--- config.mk ---
export PLATFORM = sky130hd
export DESIGN_NAME = video_pattern_source
export DESIGN_NICKNAME = d
export VERILOG_FILES = /design/src/rtl/video_pattern_source.sv
export SDC_FILE = /design/constraint.sdc
export NUM_CORES = 1
export LEC_CHECK = 0
export CAP_MARGIN = 20
export CORE_MARGIN = 2
export CORE_UTILIZATION = 40
export CTS_CLUSTER_SIZE = 25
export DETAILED_ROUTE_END_ITERATION = 10
export PLACE_DENSITY_LB_ADDON = 0.12
export SLEW_MARGIN = 20
export SYNTH_ARGS = -nofsm -noshare
export SYNTH_HDL_FRONTEND = slang
export SYNTH_SLANG_ARGS = --single-unit
--- constraint.sdc ---
create_clock -name Clk -period 2.8 [get_ports Clk]
set_input_delay 0.56 -clock Clk [delete_from_list [all_inputs] [get_ports Clk]]
set_output_delay 0.56 -clock Clk [all_outputs]
set_load 0.02 [all_outputs]
--- src/rtl/video_pattern_source.sv ---
// Purpose    : raster test-pattern generator (const / H ramp / V ramp / checker) with Frame/Line markers, X/Y and FrameDone.
// Latency    : first pixel is presented the cycle after Enable is sampled high in IDLE; all outputs are registered.
// Backpressure: Valid/Ready; while Valid=1 and Ready=0 every pixel-side output holds; Ready is ignored when Valid=0.
//
// Ports:
//   nReset    async active-low reset        Clk       clock, posedge
//   Enable    run request (level)           Mode      pattern select, latched at frame start
//   Ready     downstream accept             Valid     Pixel/X/Y/Frame/Line meaningful
//   Pixel     pixel value                   Frame     first pixel of frame (0,0)
//   Line      first pixel of each line      X, Y      coordinates of presented pixel
//   FrameDone one-cycle pulse after the last pixel of a frame is accepted
module video_pattern_source #(
    parameter int          PIX_W     = 8,
    parameter int          H_ACTIVE  = 64,
    parameter int          V_ACTIVE  = 48,
    parameter int          H_BLANK   = 4,
    parameter logic [7:0]  CONST_VAL = 8'hAA,
    parameter int          XW        = $clog2(H_ACTIVE),
    parameter int          YW        = $clog2(V_ACTIVE)
) (
    input  logic             nReset,
    input  logic             Clk,
    input  logic             Enable,
    input  logic [1:0]       Mode,
    input  logic             Ready,
    output logic             Valid,
    output logic [PIX_W-1:0] Pixel,
    output logic             Frame,
    output logic             Line,
    output logic [XW-1:0]    X,
    output logic [YW-1:0]    Y,
    output logic             FrameDone
);

    // Blank counter runs 0..H_BLANK-1; keep at least one bit so the
    // H_BLANK=0 build still elaborates.
    localparam int BW = (H_BLANK > 1) ? $clog2(H_BLANK) : 1;

    typedef enum logic [1:0] {
        S_IDLE   = 2'd0,
        S_ACTIVE = 2'd1,
        S_HBLANK = 2'd2
    } state_t;

    state_t           r_state;
    logic [1:0]       r_mode;
    logic [XW-1:0]    r_x;
    logic [YW-1:0]    r_y;
    logic             r_valid;
    logic             r_frame;
    logic             r_line;
    logic [PIX_W-1:0] r_pixel;
    logic [BW-1:0]    r_blk;
    logic             r_done;

    state_t           w_state_nxt;
    logic [1:0]       w_mode_nxt;
    logic [XW-1:0]    w_x_nxt;
    logic [YW-1:0]    w_y_nxt;
    logic             w_valid_nxt;
    logic             w_frame_nxt;
    logic             w_line_nxt;
    logic [PIX_W-1:0] w_pixel_nxt;
    logic [BW-1:0]    w_blk_nxt;
    logic             w_done_nxt;

    logic w_xfer;
    logic w_x_last;
    logic w_y_last;
    logic w_blk_last;
    logic w_eol;
    logic w_start;

    // Pattern function; bit 3 of a coordinate narrower than 4 bits reads as 0,
    // hence the zero-padding before the shift.
    function automatic logic [PIX_W-1:0] pix_f(input logic [1:0]    m,
                                              input logic [XW-1:0] x,
                                              input logic [YW-1:0] y);
        logic xb3;
        logic yb3;
        xb3 = |(({4'b0000, x} >> 3) & (XW+4)'(1));
        yb3 = |(({4'b0000, y} >> 3) & (YW+4)'(1));
        case (m)
            2'd0:    pix_f = PIX_W'(CONST_VAL);
            2'd1:    pix_f = PIX_W'(x);
            2'd2:    pix_f = PIX_W'(y);
            default: pix_f = (xb3 ^ yb3) ? {PIX_W{1'b1}} : {PIX_W{1'b0}};
        endcase
    endfunction

    // Valid is only ever high in ACTIVE, so a transfer implies ACTIVE.
    assign w_xfer     = r_valid & Ready;
    assign w_x_last   = (r_x == XW'(H_ACTIVE - 1));
    assign w_y_last   = (r_y == YW'(V_ACTIVE - 1));
    assign w_blk_last = (H_BLANK > 0) && (int'(r_blk) == H_BLANK - 1);

    // End of line: either the blank period finished, or the last pixel went
    // out with no blank period configured.
    assign w_eol   = ((r_state == S_ACTIVE) && w_xfer && w_x_last && (H_BLANK == 0)) ||
                     ((r_state == S_HBLANK) && w_blk_last);
    // Frame start: from IDLE, or back-to-back after the last line.
    assign w_start = ((r_state == S_IDLE) && Enable) || (w_eol && w_y_last && Enable);

    // State register plus all registered outputs.
    always_ff @(posedge Clk or negedge nReset) begin
        if (!nReset) begin
            r_state <= S_IDLE;
            r_mode  <= 2'd0;
            r_x     <= '0;
            r_y     <= '0;
            r_valid <= 1'b0;
            r_frame <= 1'b0;
            r_line  <= 1'b0;
            r_pixel <= '0;
            r_blk   <= '0;
            r_done  <= 1'b0;
        end else begin
            r_state <= w_state_nxt;
            r_mode  <= w_mode_nxt;
            r_x     <= w_x_nxt;
            r_y     <= w_y_nxt;
            r_valid <= w_valid_nxt;
            r_frame <= w_frame_nxt;
            r_line  <= w_line_nxt;
            r_pixel <= w_pixel_nxt;
            r_blk   <= w_blk_nxt;
            r_done  <= w_done_nxt;
        end
    end

    // Next-state logic.
    always_comb begin
        w_state_nxt = r_state;
        case (r_state)
            S_IDLE: begin
                if (Enable) w_state_nxt = S_ACTIVE;
            end
            S_ACTIVE: begin
                if (w_xfer && w_x_last && (H_BLANK > 0)) w_state_nxt = S_HBLANK;
            end
            S_HBLANK: begin
                w_state_nxt = S_HBLANK;
            end
            default: w_state_nxt = S_IDLE;
        endcase
        // Mid-frame the next line always follows; Enable only matters after
        // the last line.
        if (w_eol) begin
            w_state_nxt = (!w_y_last || Enable) ? S_ACTIVE : S_IDLE;
        end
    end

    // Next values for the registered outputs.
    always_comb begin
        w_mode_nxt  = r_mode;
        w_x_nxt     = r_x;
        w_y_nxt     = r_y;
        w_valid_nxt = r_valid;
        w_frame_nxt = r_frame;
        w_line_nxt  = r_line;
        w_blk_nxt   = r_blk;
        w_done_nxt  = w_xfer && w_x_last && w_y_last;

        if (w_start) begin
            w_mode_nxt  = Mode;
            w_x_nxt     = '0;
            w_y_nxt     = '0;
            w_valid_nxt = 1'b1;
            w_frame_nxt = 1'b1;
            w_line_nxt  = 1'b1;
        end else if (w_eol) begin
            if (!w_y_last) begin
                w_x_nxt     = '0;
                w_y_nxt     = r_y + YW'(1);
                w_valid_nxt = 1'b1;
                w_line_nxt  = 1'b1;
                w_frame_nxt = 1'b0;
            end else begin
                w_valid_nxt = 1'b0;
                w_frame_nxt = 1'b0;
                w_line_nxt  = 1'b0;
            end
        end else if ((r_state == S_ACTIVE) && w_xfer) begin
            w_frame_nxt = 1'b0;
            w_line_nxt  = 1'b0;
            if (!w_x_last) begin
                w_x_nxt = r_x + XW'(1);
            end else begin
                w_valid_nxt = 1'b0;
            end
        end

        if ((r_state == S_ACTIVE) && w_xfer && w_x_last) begin
            w_blk_nxt = '0;
        end else if ((r_state == S_HBLANK) && !w_blk_last) begin
            w_blk_nxt = r_blk + BW'(1);
        end

        // Pixel is derived from the values being loaded this edge, so it
        // always matches the X/Y it is presented with and holds under stall.
        w_pixel_nxt = pix_f(w_mode_nxt, w_x_nxt, w_y_nxt);
    end

    assign Valid     = r_valid;
    assign Pixel     = r_pixel;
    assign Frame     = r_frame;
    assign Line      = r_line;
    assign X         = r_x;
    assign Y         = r_y;
    assign FrameDone = r_done;

endmodule

Word-level counts from Yosys, hierarchy flattened:

Index checks and enable logic that the tools add are counted.

* output and inout bits: 24
* memories: 0
* word-level logic and storage cells: 72
* memory bits (read-only): 0
* memory bits (writable): 0
* latch bits: 0
* flip-flop bits (word level): 30
* input port bits: 6

* bitwise gates (word level): 2
* $lt $le $gt $ge: 0
* equal/unequal tests: 9
* mux-type cells: 28
* shift-type cells: 0
* divide/modulo/power cells: 0
* reductions and logical operators: 20
* multipliers: 0
* $add $sub $neg: 3

Operators with widths (count)
* $mux 6: 8
* $pmux 8 s3: 1
* $add 6x1->6 const B: 2
* $eq 6x6->1 const B: 2
* $mux 2: 6
* $mux 1: 11
* $logic_and 1x1->1: 9
* $mux 8: 1
* $eq 2x1->1 const B: 3
* $ne 3x3->1 const B: 2
* $pmux 2 s3: 1
* $reduce_bool 3->1: 2
* $eq 2x2->1 const B: 2
* $logic_not 2->1: 2
* $reduce_and 2->1: 2
* $add 2x1->2 const B: 1
* $logic_not 1->1: 2
* $logic_or 1x1->1: 2
* $reduce_bool 2->1: 1
* $and 1x1->1: 1
* $xor 1x1->1: 1

Longest topological paths before layout:

* depth after elaboration: 9
* mapped depth: 10
* gate-level depth less buffers: 8

Worst setup path before layout:

Ideal clock, no wire load.

* kind: register to register
* start: register r_y[0] (netlist: Y[0])
* end: register r_pixel[2] (netlist: Pixel[2])
* clock period less this slack: 2121 ps
* path slack: 679 ps
* arrival: 1995 ps
* path buffers: 1
* cell stages (with the launch flop): 9
* required time: 2674 ps
* path through: dfrtp_1 > ha_1 > nand3b_2 > nor2_1 > o311a_1 > xnor2_1 > and4b_1 > buf_6 > a221o_1

* word-level cells in the longest chain between the ends: 8
* elaborated cells on any way between the ends: 18

Ends and longest elaborated chain
* start, declared: RTL line 48 `logic [YW-1:0] r_y;`
* start signal, assigned: RTL line 121 `r_y <= w_y_nxt;`
* parallel branches: the longest is 7 deep, another holds $add 6x1->6
* $pmux 8 s3 (*): RTL line 83 `case (m)`
* net w_pixel_nxt[2]: RTL line 63 `logic [PIX_W-1:0] w_pixel_nxt;`
* end signal, assigned: RTL line 125 `r_pixel <= w_pixel_nxt;`
* end, declared: RTL line 52 `logic [PIX_W-1:0] r_pixel;`

Mark *: on every way through the listed nets, which the timed path passes.
A chain may end at the register's enable or synchronous reset.

Final worst setup path:

* start: register r_state[0]
* end: register r_pixel[4] (netlist: Pixel[4])

* word-level cells in the longest chain between the ends: 9
* elaborated cells on any way between the ends: 21

Ends and longest elaborated chain
* start, declared: RTL line 45 `state_t r_state;`
* start signal, assigned: RTL line 118 `r_state <= w_state_nxt;`
* $eq 2x2->1: RTL line 100 `((r_state == S_HBLANK) && w_blk_last);`
* $logic_and 1x1->1: RTL line 100
* $logic_and 1x1->1 (2 in a row): RTL line 102 `assign w_start = ((r_state == S_IDLE) && Enable) || (w_eol && w_y_last && Enable);`
* $logic_or 1x1->1: RTL line 102
* $mux 6: RTL line 164 `if (w_start) begin`
* $xor 1x1->1: RTL line 87 `default: pix_f = (xb3 ^ yb3) ? {PIX_W{1'b1}} : {PIX_W{1'b0}};`
* $mux 8: RTL line 87
* $pmux 8 s3 (*): RTL line 83
* net w_pixel_nxt[4]: RTL line 63

Mark *: on every way through the listed nets, which the timed path passes. The rest lies on a longest branch.

==> impl_metrics.tcl <==
set metrics [dict create \
    min_to "Line" \
    die_y_um 67.9 \
    synth_top_cell_by_area "dfrtp_1" \
    r2r-start "r_state[0]" \
    p_int_mw 1.17 \
    cts_setup_buffers 0 \
    diodes 0 \
    power_leakage_nw 0.944 \
    syn_nets 168 \
    core_sq_um 3970 \
    grt_setup_unrepaired "false" \
    synth_most_common_cell "dfrtp_1" \
    yosysWarnings 0 \
    htree_levels 2 \
    cp-end-kind "register" \
    cp_data_arrival_time_ns 2.55 \
    die-area_sq_um 4610 \
    power.switching_uw 768 \
    hold_viol 0 \
    worstReg2RegEnd "Pixel[4]" \
    ctsResizeCount 0 \
    max_cap_viol_count 0 \
    peakVddDrop_uv 459 \
    cp_max_fo 9 \
    p_comb_share_pct 46.3 \
    ios 30 \
    postCtsHoldBufs 0 \
    grt_pass1_wl_mm 6.44 \
    fmax_mhz 421 \
    cts_tree "yes" \
    ant_nets 0 \
    grtUsageTotal_pct 19.6 \
    antenna_found_initial 0 \
    port_buffers 29 \
    reg2reg_depth 8 \
    synth_top_area_share_pct 46.0 \
    total_power_mw 1.94 \
    synthTopCellsByArea "dfrtp_1, ha_1, nor2_1" \
    tightestPinTransition_ns 0.507 \
    r2r_setup_slack_ns 0.43 \
    grt_max_degree 31 \
    powerDensity_nw_per_um2 931 \
    setup_violations 0 \
    finalNetCount 205 \
    synthArstFlopShare_pct 100 \
    rows 23 \
    clk_path_buf_depth 2 \
    wl_per_cell_um 15.9 \
    final_layout_size_suffix_gt1_share_pct 15.5 \
    holdCritPathClass "reg2reg" \
    gr-total-overflow 0 \
    crit_path_start_kind "register" \
    maxSlewViolCount 0 \
    synth_commonest_cells "dfrtp_1, nor2_1, a21oi_1, nand2_1, inv_1" \
    fin_crit_sh_pct 84.8 \
    via_per_inst 5.50 \
    syn_avg_cell_area_sq_um 10.5 \
    yosysUniqueCellTypes 45 \
    worstSetupPathType "reg2reg" \
    netlist_area_sq_um 1630 \
    cts_buffers 5 \
    finalCriticalPeriod_ns 2.37 \
    hp-start "Line" \
    final.setup.tns_ns 0 \
    grt_pass1_vias 1334 \
    power_switching_share_pct 39.7 \
    synthCells 155 \
    finClkSkew_ns 0.00849 \
    initial_utilization_pct 41.1 \
    cts.sinks 30 \
    die_x_um 67.9 \
    clk_latency_ns 0.29 \
    path_clk_slew_ns 0.07 \
    area_delta_synth_final_pct 27.4 \
    via_count 1336 \
    outcome "finished clean" \
    p_seq_share_pct 34.9 \
    hold_path_depth 1 \
    critPathRequiredTime_ns 2.97 \
    synth-edff-count 0 \
    drt_iter0_markers 91 \
    yosys_register_bits 30 \
    ys.flop_type "dfrtp_1" \
    p_clk_share_pct 18.8 \
    cts_root_buffer "clkbuf_8" \
    wl_mm 3.86 \
    drc 0 \
    dp_hpwl_mm 2.87 \
    relSlewSlack_pct 65.7 \
    first_pass_iters 5 \
    gp_congestion 0.865 \
    seq_area_frac_synth_pct 46.0 \
]
-- per-layer routing --
metal | vias to the layer above | wire [um] | global-route usage (%) | part of all wire [%]
li1 | 646 | - | - | -
met1 | 635 | 1720 | 24.9 | 44
met2 | 45 | 1850 | 31.0 | 48
met3 | 10 | 216 | 5.92 | 5.6
met4 | 0 | 78 | 8.75 | 2.0
met5 | - | 0 | 0 | 0
-- flip-flops by register name (all words and copies together), names as in the netlist --
register   count
Pixel          8
X              6
Y              6
r_blk          2
r_mode         2
r_state        2
Frame          1
FrameDone      1
Line           1
Valid          1
-- worst max-delay path by stage --
stage | to | cells after the start | startpoint
2_1_floorplan | Pixel[2] | 8 | Y[0]
3_3_place_gp | Pixel[2] | 7 | Ready
3_5_place_dp | Pixel[0] | 7 | Ready
4_1_cts | Pixel[0] | 8 | r_state[0]
5_1_grt | Pixel[0] | 8 | r_state[0]
6_report | Pixel[4] | 8 | r_state[0]
-- layout by cell type (no fill, tap or decap), types with 4 or more instances in the layout --
cell	count
clkdlybuf4s50_1	29
nand4_1	4
mux2_2	4
inv_1	8
a21oi_1	9
nand3_1	4
dfrtp_1	30
ha_1	7
clkbuf_8	6
nand2_1	9
o21ai_0	6
buf_4	5
nor2_1	16
mux2i_1	5
-- worst max-delay path, stage by stage (launching register included) --
cell and delay (ns):
dfrtp_1 0.40, inv_1 0.11, ha_1 0.23, and2_1 0.38, nand4_2 0.16, mux2i_2 0.32
xnor2_1 0.10, and4b_1 0.27, a221o_1 0.29
-- power groups by stage --
stage	clock (mW)	sequential [mW]	combinational, mW
floorplan	0	0.767	0.480
global placement	0	0.674	0.874
detailed placement	0	0.683	0.897
CTS	0.376	0.678	0.900
global route	0.400	0.699	0.985
finish	0.363	0.676	0.897
-- through the flow --
step | instance area (sq um) | instances | utilization (%) | setup slack (ns) | hold WS [ns]
2_1_floorplan | 1630 | 155 | - | 0.679 | 0.264
3_3_place_gp | 1980 | 235 | 50.0 | 0.305 | 0.501
3_5_place_dp | 1980 | 235 | 50.0 | 0.261 | 0.506
4_1_cts | 2080 | 243 | 52.4 | 0.449 | 0.522
5_1_grt | 2080 | 243 | 52.4 | 0.242 | 0.551
6_report | 2080 | 243 | 52.4 | 0.426 | 0.519
-- final cells by class --
cell class              count  area, sq um
clock buffers               6         82.6
clock inverters             2         12.5
fillers                   384         1890
inverters                   8         30.0
multi-input cells         113          813
flip-flops and latches     30          751
well taps                  50         62.6
repair buffers             34          328
-- cells by family (layout without fill, tap and decap cells) --
kind of cell,count (synthesis),after routing,share of synthesized area [%]
compound gates,41,41,18.2
xor+xnor,4,4,2.15
fa+ha+maj,7,7,5.36
buf+inv,12,50,4.21
flops,30,30,46.0
mux,10,10,6.67
simple gates,51,51,17.4
(Power assumes the default switching activity.)
